### src/rtl/i2c_target_rx.sv
// rtl/i2c_target_rx.sv - I2C target write receiver: START/STOP detect, byte deserialise, ACK/NACK drive
module i2c_target_rx #(
    parameter logic [6:0] OWN_ADDR = 7'h50
) (
    input  logic       clk,
    input  logic       rst,
    input  logic       scl_in,
    input  logic       sda_in,
    input  logic       ack_en,
    output logic       sda_oe,
    output logic [7:0] byte_data,
    output logic       byte_valid,
    output logic       byte_is_addr,
    output logic       addr_match,
    output logic       busy,
    output logic       start_det,
    output logic       stop_det
);

    typedef enum logic [2:0] {
        S_IDLE     = 3'd0,
        S_ADDR     = 3'd1,
        S_ADDR_ACK = 3'd2,
        S_DATA     = 3'd3,
        S_DATA_ACK = 3'd4,
        S_IGNORE   = 3'd5
    } state_t;

    // synchroniser and history flops; idle bus level is high
    logic r_scl_m, r_scl_s, r_scl_d;
    logic r_sda_m, r_sda_s, r_sda_d;

    state_t     r_state;
    logic [7:0] r_shreg;
    logic [2:0] r_bitcnt;
    logic       r_got8;
    logic       r_matched;
    logic       r_acked;
    logic       r_sda_oe;
    logic [7:0] r_byte_data;
    logic       r_byte_valid;
    logic       r_byte_is_addr;
    logic       r_addr_match;
    logic       r_busy;
    logic       r_start_det;
    logic       r_stop_det;

    logic       w_scl_rise;
    logic       w_scl_fall;
    logic       w_start;
    logic       w_stop;
    logic [7:0] w_next_byte;
    logic       w_match;

    // bring both bus lines into the clk domain and keep one cycle of history
    always_ff @(posedge clk) begin
        if (rst) begin
            r_scl_m <= 1'b1;
            r_scl_s <= 1'b1;
            r_scl_d <= 1'b1;
            r_sda_m <= 1'b1;
            r_sda_s <= 1'b1;
            r_sda_d <= 1'b1;
        end else begin
            r_scl_m <= scl_in;
            r_scl_s <= r_scl_m;
            r_scl_d <= r_scl_s;
            r_sda_m <= sda_in;
            r_sda_s <= r_sda_m;
            r_sda_d <= r_sda_s;
        end
    end

    // START/STOP require SCL stable high, so they never coincide with an SCL edge
    assign w_scl_rise  = r_scl_s & ~r_scl_d;
    assign w_scl_fall  = ~r_scl_s & r_scl_d;
    assign w_start     = r_scl_s & r_scl_d & r_sda_d & ~r_sda_s;
    assign w_stop      = r_scl_s & r_scl_d & ~r_sda_d & r_sda_s;

    // byte as it will look after the current rise; write-only address match
    assign w_next_byte = {r_shreg[6:0], r_sda_s};
    assign w_match     = (r_shreg[6:0] == OWN_ADDR) && !r_sda_s;

    // protocol FSM: bus conditions first, then per-state bit/ack handling
    always_ff @(posedge clk) begin
        if (rst) begin
            r_state        <= S_IDLE;
            r_shreg        <= 8'h00;
            r_bitcnt       <= 3'd0;
            r_got8         <= 1'b0;
            r_matched      <= 1'b0;
            r_acked        <= 1'b0;
            r_sda_oe       <= 1'b0;
            r_byte_data    <= 8'h00;
            r_byte_valid   <= 1'b0;
            r_byte_is_addr <= 1'b0;
            r_addr_match   <= 1'b0;
            r_busy         <= 1'b0;
            r_start_det    <= 1'b0;
            r_stop_det     <= 1'b0;
        end else begin
            r_byte_valid <= 1'b0;
            r_start_det  <= 1'b0;
            r_stop_det   <= 1'b0;
            if (w_start) begin
                r_state     <= S_ADDR;
                r_shreg     <= 8'h00;
                r_bitcnt    <= 3'd0;
                r_got8      <= 1'b0;
                r_sda_oe    <= 1'b0;
                r_start_det <= 1'b1;
                r_busy      <= 1'b1;
            end else if (w_stop) begin
                r_state    <= S_IDLE;
                r_shreg    <= 8'h00;
                r_bitcnt   <= 3'd0;
                r_got8     <= 1'b0;
                r_sda_oe   <= 1'b0;
                r_stop_det <= 1'b1;
                r_busy     <= 1'b0;
            end else begin
                case (r_state)
                    S_ADDR, S_DATA: begin
                        if (w_scl_rise && !r_got8) begin
                            r_shreg  <= w_next_byte;
                            r_bitcnt <= r_bitcnt + 3'd1;
                            if (r_bitcnt == 3'd7) begin
                                // byte complete; the ack slot starts at the next SCL fall
                                r_got8         <= 1'b1;
                                r_byte_data    <= w_next_byte;
                                r_byte_valid   <= 1'b1;
                                r_byte_is_addr <= (r_state == S_ADDR);
                                r_addr_match   <= (r_state == S_ADDR) && w_match;
                                if (r_state == S_ADDR) begin
                                    r_matched <= w_match;
                                end
                            end
                        end else if (w_scl_fall && r_got8) begin
                            r_got8 <= 1'b0;
                            if (r_state == S_ADDR) begin
                                r_state  <= S_ADDR_ACK;
                                r_sda_oe <= r_matched;
                            end else begin
                                // ack_en only matters in this one cycle
                                r_state  <= S_DATA_ACK;
                                r_sda_oe <= ack_en;
                                r_acked  <= ack_en;
                            end
                        end
                    end
                    S_ADDR_ACK: begin
                        if (w_scl_fall) begin
                            r_sda_oe <= 1'b0;
                            r_state  <= r_matched ? S_DATA : S_IGNORE;
                        end
                    end
                    S_DATA_ACK: begin
                        if (w_scl_fall) begin
                            r_sda_oe <= 1'b0;
                            r_state  <= r_acked ? S_DATA : S_IGNORE;
                        end
                    end
                    default: begin
                        // IDLE and IGNORE wait for the next bus condition
                    end
                endcase
            end
        end
    end

    assign sda_oe       = r_sda_oe;
    assign byte_data    = r_byte_data;
    assign byte_valid   = r_byte_valid;
    assign byte_is_addr = r_byte_is_addr;
    assign addr_match   = r_addr_match;
    assign busy         = r_busy;
    assign start_det    = r_start_det;
    assign stop_det     = r_stop_det;

endmodule

### config.mk
export PLATFORM = sky130hd
export DESIGN_NAME = i2c_target_rx
export DESIGN_NICKNAME = d
export VERILOG_FILES = /design/src/rtl/i2c_target_rx.sv
export SDC_FILE = /design/constraint.sdc
export NUM_CORES = 1
export LEC_CHECK = 0
export CAP_MARGIN = 0
export CORE_MARGIN = 2
export CORE_UTILIZATION = 45
export DETAILED_ROUTE_END_ITERATION = 8
export PLACE_DENSITY = 0.68
export SYNTH_ARGS = -nofsm -noshare
export SYNTH_HDL_FRONTEND = slang
export SYNTH_SLANG_ARGS = --single-unit
### constraint.sdc
create_clock -name clk -period 4.7 [get_ports clk]
set_clock_uncertainty 0.15 [all_clocks]
set_input_delay 0.47 -clock clk [delete_from_list [all_inputs] [get_ports clk]]
set_output_delay 0.47 -clock clk [all_outputs]
set_load 0.02 [all_outputs]
==> impl_results.md, run 1 <==
* Num Clock Sinks at 37
* Overall via count from detail_route at roughly 1.1k
* Most frequent cell after synthesis: dfxtp_1
* Area contributors post-synth: dfxtp_1, mux2i_1, a21oi_1, nor2_1, o21ai_0
* Final ANT Viol Nets at 0
* DRT iter0 DRCs at 37
* Outcome: finished clean
* Placeable core region at 3080 µm²
* Arrival time at the worst endpoint at 2.59 ns
* Post-CTS Setup Repair Bufs at 0
* Final Max Slew Viols at 0
* Proportion of layout cells with a drive suffix above 1 at 10.3%
* Post-detailed-route wirelength per cell at 12.8 µm
* Total routed wirelength at 2.78 mm
* Number of cells upsized or downsized after cts at 0
* Data required time at the worst endpoint at between 4 and 5 ns
* Crit-path max FO at 15
* Placed wire-length estimate at about 1.9 mm
* Mapped Nets at ~160
* Hold Vio Cnt, Final at 0
* Placed inst area at 1660 µm²
* Fmax at 401 MHz
* Number of enable flip-flop cells after synthesis at 0
* Max incr delay on CP at 0.78 ns
* Worst-Margin Slew at 0.981 ns
* Average cell area after synthesis at between 9 and 10 µm²
* Number of input and output port buffers inserted at 19
* Maximum number of buffers from clock root to sink at 2
* Clock tree from TritonCTS: done
* Clock transition time at the flip-flop clock pins of the worst setup and hold paths at ~0.13 ns
* Number of antenna violations at the first check in global routing at 0
* Sort of element at the start of the critical path: flop
* DR vias/cell at 5.20
* IR Drop Worst-Case VDD at 0.276 mV
* Critical Path Slowest Stage Cell: or3b_1
* Critical Path, Cell by Cell: nand4bb_1, or3b_1, or3_1, a21oi_1
* Setup violations, final at 0
* Row cnt at 20
* Most instantiated flip-flop cell in the synthesis netlist: dfxtp_1
* Nets at 180
* Area growth from synthesis to layout at 20.4%
* Starting utilization of the core area at approximately 48%
* Count of inserted antenna diode cells at 0
* Clk root buf: clkbuf_4
* Power per standard cell area at 346 nW/µm²
* Worst hold path type: reg -> reg
* Sum of negative setup slack at 0 ns
* DIE WIDTH at 61.1 µm
* Placer Congestion at 0.726
* Maximum number of pins on one net before global-route repair at 25
* Number of synthesized register bits at 37
* Overall power of the completed layout at 0.611 mW
* Count of hold-fix buffers inserted at cts at 0
* Max-cap check violation count at 0
* Drc violations at 0
* Die Y-Extent at 61.1 µm
* Share of the clock period used by the worst path after layout at 53.0%
* Dominant cell type by area after synthesis: dfxtp_1
* Fin Hold WS at 0.277 ns
* Time the worst path needs with I/O delays and setup at 2.49 ns
* Share of flip-flops with an asynchronous set or reset at 0%
* Leading cell types by count after synthesis: dfxtp_1, nor2_1, a21oi_1
* RSZ-0062 raised after global routing: false
* Die area at 3730 µm²
* Share of synthesized area occupied by flip-flops and latches at 50.6%
* Core occupancy in the finished layout at between 50% and 60%
* Count of mapped cells out of synthesis at around 160
* Worst-Skew Late Latency at 0.35 ns
* Htree depth at 2
* Number of warnings issued by yosys at 0
* Netlist area before placement at 1470 µm²
* Max-slew headroom at the worst pin at 34.5%
* Cell class contributing the biggest share of worst-path delay: simple AND/OR/NAND/NOR gates
* Number of unique standard cell types used by synthesis at 34
* Via count of the first global-routing pass at 985
* Overall Global Routing Usage at 16.6%
* Leakage power at just under 0.7 nW
* Global-route wire length before repair at 4.53 mm
* Crit path buf inv count at 0
* Crit Path Category: reg -> reg
* Detailed-routing iteration count for the pre-antenna-repair pass at 4
* Share of the synthesized area in the top cell type at 50.6%
* CP endpoint kind: flop
* Num ports at 20
* Grt total ovfl at 0
* CTS Buf Count at 5
* Area of all placed cells without fillers at 1760 µm²
-- through the flow --
step | std cells | worst slack, ns
after floorplan | 157 | 2.80
after global placement | 210 | 2.30
after detailed placement | 210 | 2.22
after CTS | 218 | 2.19
after global routing | 218 | 2.03
final | 218 | 2.21
-- final timing paths --
kind	end	start	slack [ns]	depth (start not counted)
worst min-delay path	r_scl_s$_SDFF_PP1_	r_scl_m$_SDFF_PP1_	0.28	1
worst max register to register	addr_match$_SDFFE_PP0P_	r_state[2]$_SDFFE_PP0P_	2.21	4
worst max-delay path	addr_match$_SDFFE_PP0P_	r_state[2]$_SDFFE_PP0P_	2.21	4
worst min register to register	r_scl_s$_SDFF_PP1_	r_scl_m$_SDFF_PP1_	0.28	1
-- worst register-to-register path, stage by stage (launching register included) --
cell and delay (ns):
dfxtp_1 0.42, nand4bb_1 0.42, or3b_1 0.78, or3_1 0.47, a21oi_1 0.16
-- sequential cells by signal, indices dropped and copies added, names as in the netlist --
name and flops:
r_scl_m 1, r_matched 1, addr_match 1, start_det 1
r_shreg 7, byte_valid 1, r_sda_s 1, byte_data 8
sda_oe 1, byte_is_addr 1, r_acked 1, r_bitcnt 3
r_scl_d 1, stop_det 1, r_got8 1, busy 1
r_state 3, r_scl_s 1, r_sda_m 1, r_sda_d 1
-- power by group --
part,internal (mW),leakage [nW],switching [mW]
logic,0.00920,0.333,0.0112
clock network,0.165,0.0552,0.106
registers,0.317,0.299,0.00308
total,0.490,0.688,0.120
-- logic make-up after synthesis --
kind of cell	synth area share (%)
DFF	50.6
xor gates and xnor gates	1.79
AOI/OAI and AO/OA	13.9
muxes	8.20
and+or+nand+nor	20.0
adders and majority gates	1.71
buffers and inverters	3.84
-- cell usage in the layout, fill, tap and decap left out --
cell type and n:
nor3b_1 2, nand4_1 1, xnor2_1 2, a31o_2 1, nand4bb_1 1, or3b_1 1
o21ai_0 11, clkinv_2 1, a32o_1 1, nor2b_1 3, a32oi_1 1, nand3_1 2
or2_2 8, o211ai_1 1, bufinv_16 2, o21bai_1 1, dfxtp_1 37, clkbuf_4 5
nor2_2 1, nor2_1 19, nor4b_1 3, a21o_1 1, a21oi_1 15, nand2_1 11
nand2b_1 1, o31ai_1 1, or3_1 2, ha_1 2, xor2_1 1, inv_1 2
a2111oi_0 1, nand4b_1 1, a211oi_1 1, clkdlybuf4s50_1 19, mux2i_1 12
-- area by class of cell --
type,instances,area [µm²]
well taps,44,55.1
clock inverters,3,65.1
flip-flops and latches,37,741
fillers,272,1310
multi-input cells,108,668
inverters,2,7.51
repair buffers,19,190
clock buffers,5,37.5
-- layer usage --
layer  global-route usage [%]  vias up  share of wire [%]
li1                         -      578                  -
met1                     22.0      533                 48
met2                     25.1       16                 47
met3                     5.67        6                3.5
met4                     6.52        0                1.7
met5                        0        -                  0
Note: power is estimated with default switching activity, not from simulation.
==> run 2: changes to the inputs <==
PLACE_DENSITY = 0.7   (was 0.68)
clock period = 2 ns   (was 4.7 ns; I/O delays follow)
==> run 2 against run 1 <==
  * Power increased by 97%
  * Cell count increased by 3.2%
  * Non-clock buffer count increased by 8
  * Hold slack got worse by 0.018 ns
  * Wire length increased by 1.7%
  * Setup slack got worse by 2.1 ns
  * Sequential cell count unchanged
  * Sequential power increased by 130%
  * Register-to-register slack got worse by 2.1 ns
  * Final area increased by 0.92%
  * Critical path type unchanged
  * Critical endpoint unchanged
==> impl_results.md, run 2 (synthesis gave the netlist of run 1 again) <==
* Outcome: finished clean (unchanged)
* Die area at 3730 µm² (unchanged)
* Crit Path Category: reg -> reg (unchanged)
* Fin Hold WS at 0.259 ns (was 0.277 ns)
* Hold path startpoint: scl_in (was r_scl_m$_SDFF_PP1_)
* Die Y-Extent at 61.1 µm (unchanged)
* Setup violations, final at 0 (unchanged)
* End point of the most critical hold path: r_scl_m$_SDFF_PP1_ (was r_scl_s$_SDFF_PP1_)
* Overall via count from detail_route at 1173 (was 1133)
* Detailed-routing iteration count for the pre-antenna-repair pass at 4 (unchanged)
* Net switching power at 0.266 mW (was 0.120 mW)
* Number of antenna violations at the first check in global routing at 0 (unchanged)
* Sort of element at the start of the critical path: flop (unchanged)
* Placed wire-length estimate at 2.00 mm (was 1.86 mm)
* Most frequent standard cell in the layout excluding fill and tap cells: dfxtp_1 (unchanged)
* Htree depth at 2 (unchanged)
* Core occupancy in the finished layout at 57.8% (was 57.3%)
* Worst-Margin Slew at 0.559 ns (was 0.981 ns)
* Final Max Slew Viols at 0 (unchanged)
* Proportion of layout cells with a drive suffix above 1 at 13.8% (was 10.3%)
* Via count of the first global-routing pass at 1056 (was 985)
* Arrival time at the worst endpoint at 2.00 ns (was 2.59 ns)
* Num Clock Sinks at 37 (unchanged)
* Highest-count cells in the layout ignoring fill and taps: dfxtp_1, nor2_1, clkdlybuf4s50_1, a21oi_1, mux2i_1 (unchanged)
* R2R Path Start: r_bitcnt[0]$_SDFFE_PP0P_ (was r_state[2]$_SDFFE_PP0P_)
* Num ports at 20 (unchanged)
* Routing usage on met3 at 6.30% (was 5.67%)
* Critical Path, Cell by Cell: ha_1, ha_1, or3b_1, or3_1, a21oi_1 (was nand4bb_1, or3b_1, or3_1, a21oi_1)
* Overall Global Routing Usage at 17.6% (was 16.6%)
* Critical Path Slowest Stage Cell: or3b_1 (unchanged)
* Total routed wirelength at 2.83 mm (was 2.78 mm)
* Hold Vio Cnt, Final at 0 (unchanged)
* Leakage power at 0.705 nW (was 0.688 nW)
* Part of the power in the clock network at 33.0% (was 44.3%)
* Fraction of power spent switching nets at 22.1% (was 19.7%)
* DR vias/cell at 5.21 (was 5.20)
* Worst-Skew Late Latency at 0.34 ns (was 0.35 ns)
* Post-detailed-route wirelength per cell at 12.6 µm (was 12.8 µm)
* Cell class contributing the biggest share of worst-path delay: simple AND/OR/NAND/NOR gates (unchanged)
* Hold path cells at 2 (was 1)
* Data required time at the worst endpoint at 2.13 ns (was 4.80 ns)
* Area growth from synthesis to layout at 21.5% (was 20.4%)
* IR Drop Worst-Case VDD at 0.421 mV (was 0.276 mV)
* Sum of negative setup slack at 0 ns (unchanged)
* Time the worst path needs with I/O delays and setup at 1.86 ns (was 2.49 ns)
* Reg2Reg Depth at 5 (was 4)
* Endpoint of the lowest-slack register-to-register path: addr_match$_SDFFE_PP0P_ (unchanged)
* Met1 layer usage reported by global route at 22.4% (was 22.0%)
* Count of hold-fix buffers inserted at cts at 0 (unchanged)
* Met2 global-route usage at 26.6% (was 25.1%)
* RSZ-0062 raised after global routing: false (unchanged)
* Max-slew headroom at the worst pin at 62.7% (was 34.5%)
* Max incr delay on CP at 0.47 ns (was 0.78 ns)
* Power per standard cell area at 675 nW/µm² (was 346 nW/µm²)
* Fraction of power consumed by combinational cells at 4.7% (was 3.3%)
* Maximum number of pins on one net before global-route repair at 14 (was 25)
* Crit-path max FO at 8 (was 15)
* CTS Buf Count at 5 (unchanged)
* Share of the clock period used by the worst path after layout at 93.2% (was 53.0%)
* Maximum number of buffers from clock root to sink at 2 (unchanged)
* Crit path buf inv count at 0 (unchanged)
* Row cnt at 20 (unchanged)
* Clock tree from TritonCTS: done (unchanged)
* Flip-flop count of the largest register after layout at 8 (unchanged)
* Starting utilization of the core area at 47.6% (unchanged)
* Sequential power share at 62.3% (was 52.3%)
* DRT iter0 DRCs at 48 (was 37)
* DIE WIDTH at 61.1 µm (unchanged)
* CP endpoint kind: flop (unchanged)
* Clk root buf: clkbuf_4 (unchanged)
* Worst hold path type: in -> reg (was reg -> reg)
* Placer Congestion at 0.847 (was 0.726)
* Fmax at 536 MHz (was 401 MHz)
* Most heavily used metal layer in global routing: met2 (unchanged)
* Count of inserted antenna diode cells at 0 (unchanged)
* Grt total ovfl at 0 (unchanged)
* Global-route wire length before repair at 4.71 mm (was 4.53 mm)
* Internal power of the cells at 0.936 mW (was 0.490 mW)
* Most Frequent Cell on Critical Path: ha_1
* Reg-to-reg setup timing slack at 0.14 ns (was 2.21 ns)
* Clock transition time at the flip-flop clock pins of the worst setup and hold paths at 0.10 ns (was 0.13 ns)
* Post-placement cell count at 218 (was 210)
* Placeable core region at 3080 µm² (unchanged)
* Nets at 188 (was 180)
* Drc violations at 0 (unchanged)
* Max-cap check violation count at 0 (unchanged)
* Number of input and output port buffers inserted at 19 (unchanged)
* Final ANT Viol Nets at 0 (unchanged)
* Number of non-filler instances in the completed layout at 225 (was 218)
==> run 2: cell count changes in the layout (fill, tap and decap cells not counted) <==
| cell | before | now |
|---|---|---|
| clkinv_2 | 1 | 0 |
| o21bai_1 | 1 | 0 |
| bufinv_16 | 2 | 0 |
| o21bai_2 | 0 | 1 |
| clkbuf_8 | 0 | 1 |
| buf_4 | 0 | 8 |
| clkbuf_1 | 0 | 1 |
==> run 2: metal layers <==
metal / wire length, µm / share of wire [%]
met5: 0 / 0
met4: 46 / 1.6
met3: 123 / 4.4
met2: 1340 / 47
met1: 1320 / 47
==> run 2: repair_timing <==
action,4_1_cts,5_1_grt
setup endpoints to repair,0,5
buffers inserted,0,0
gates resized for setup,0,1
==> run 2: cell type report <==
class,count,area (µm²)
multi-input combinational,108,672
timing repair buffer,27,250
clock buffer,7,55.1
fill,288,1300
inverter,2,7.51
tap,44,55.1
sequential,37,741
==> run 2: how the worst max path moves through the flow <==
stage / from / end / depth (start not counted)
after floorplan: r_state[2]$_SDFFE_PP0P_ / addr_match$_SDFFE_PP0P_ / 7
after global placement: r_bitcnt[0]$_SDFFE_PP0P_ / addr_match$_SDFFE_PP0P_ / 5
after detailed placement: r_bitcnt[0]$_SDFFE_PP0P_ / addr_match$_SDFFE_PP0P_ / 5
after CTS: r_bitcnt[0]$_SDFFE_PP0P_ / addr_match$_SDFFE_PP0P_ / 5
after global routing: r_bitcnt[0]$_SDFFE_PP0P_ / r_matched$_SDFFE_PP0P_ / 5
final: r_bitcnt[0]$_SDFFE_PP0P_ / addr_match$_SDFFE_PP0P_ / 5
==> run 2: worst register-to-register path, stage by stage (launching register included) <==
cell and delay, ns:
dfxtp_1 0.36, ha_1 0.16, ha_1 0.14, or3b_1 0.47, or3_1 0.38, a21oi_1 0.14
==> run 2: stage by stage <==
stage | power, mW | setup WS, ns | instance area (µm²)
2_1_floorplan | 0.797 | 0.105 | 1470
3_3_place_gp | 0.820 | 0.217 | 1720
3_5_place_dp | 0.821 | 0.157 | 1720
4_1_cts | 1.22 | 0.129 | 1780
5_1_grt | 1.26 | 0.0503 | 1780
6_report | 1.20 | 0.136 | 1780
==> run 2: power by group through the flow <==
stage / logic (mW) / clock network (mW) / registers (mW)
4_1_cts: 0.0559 / 0.413 / 0.749
5_1_grt: 0.0620 / 0.444 / 0.750
6_report: 0.0565 / 0.397 / 0.749
3_5_place_dp: 0.0554 / 0 / 0.766
3_3_place_gp: 0.0549 / 0 / 0.765
2_1_floorplan: 0.0293 / 0 / 0.767
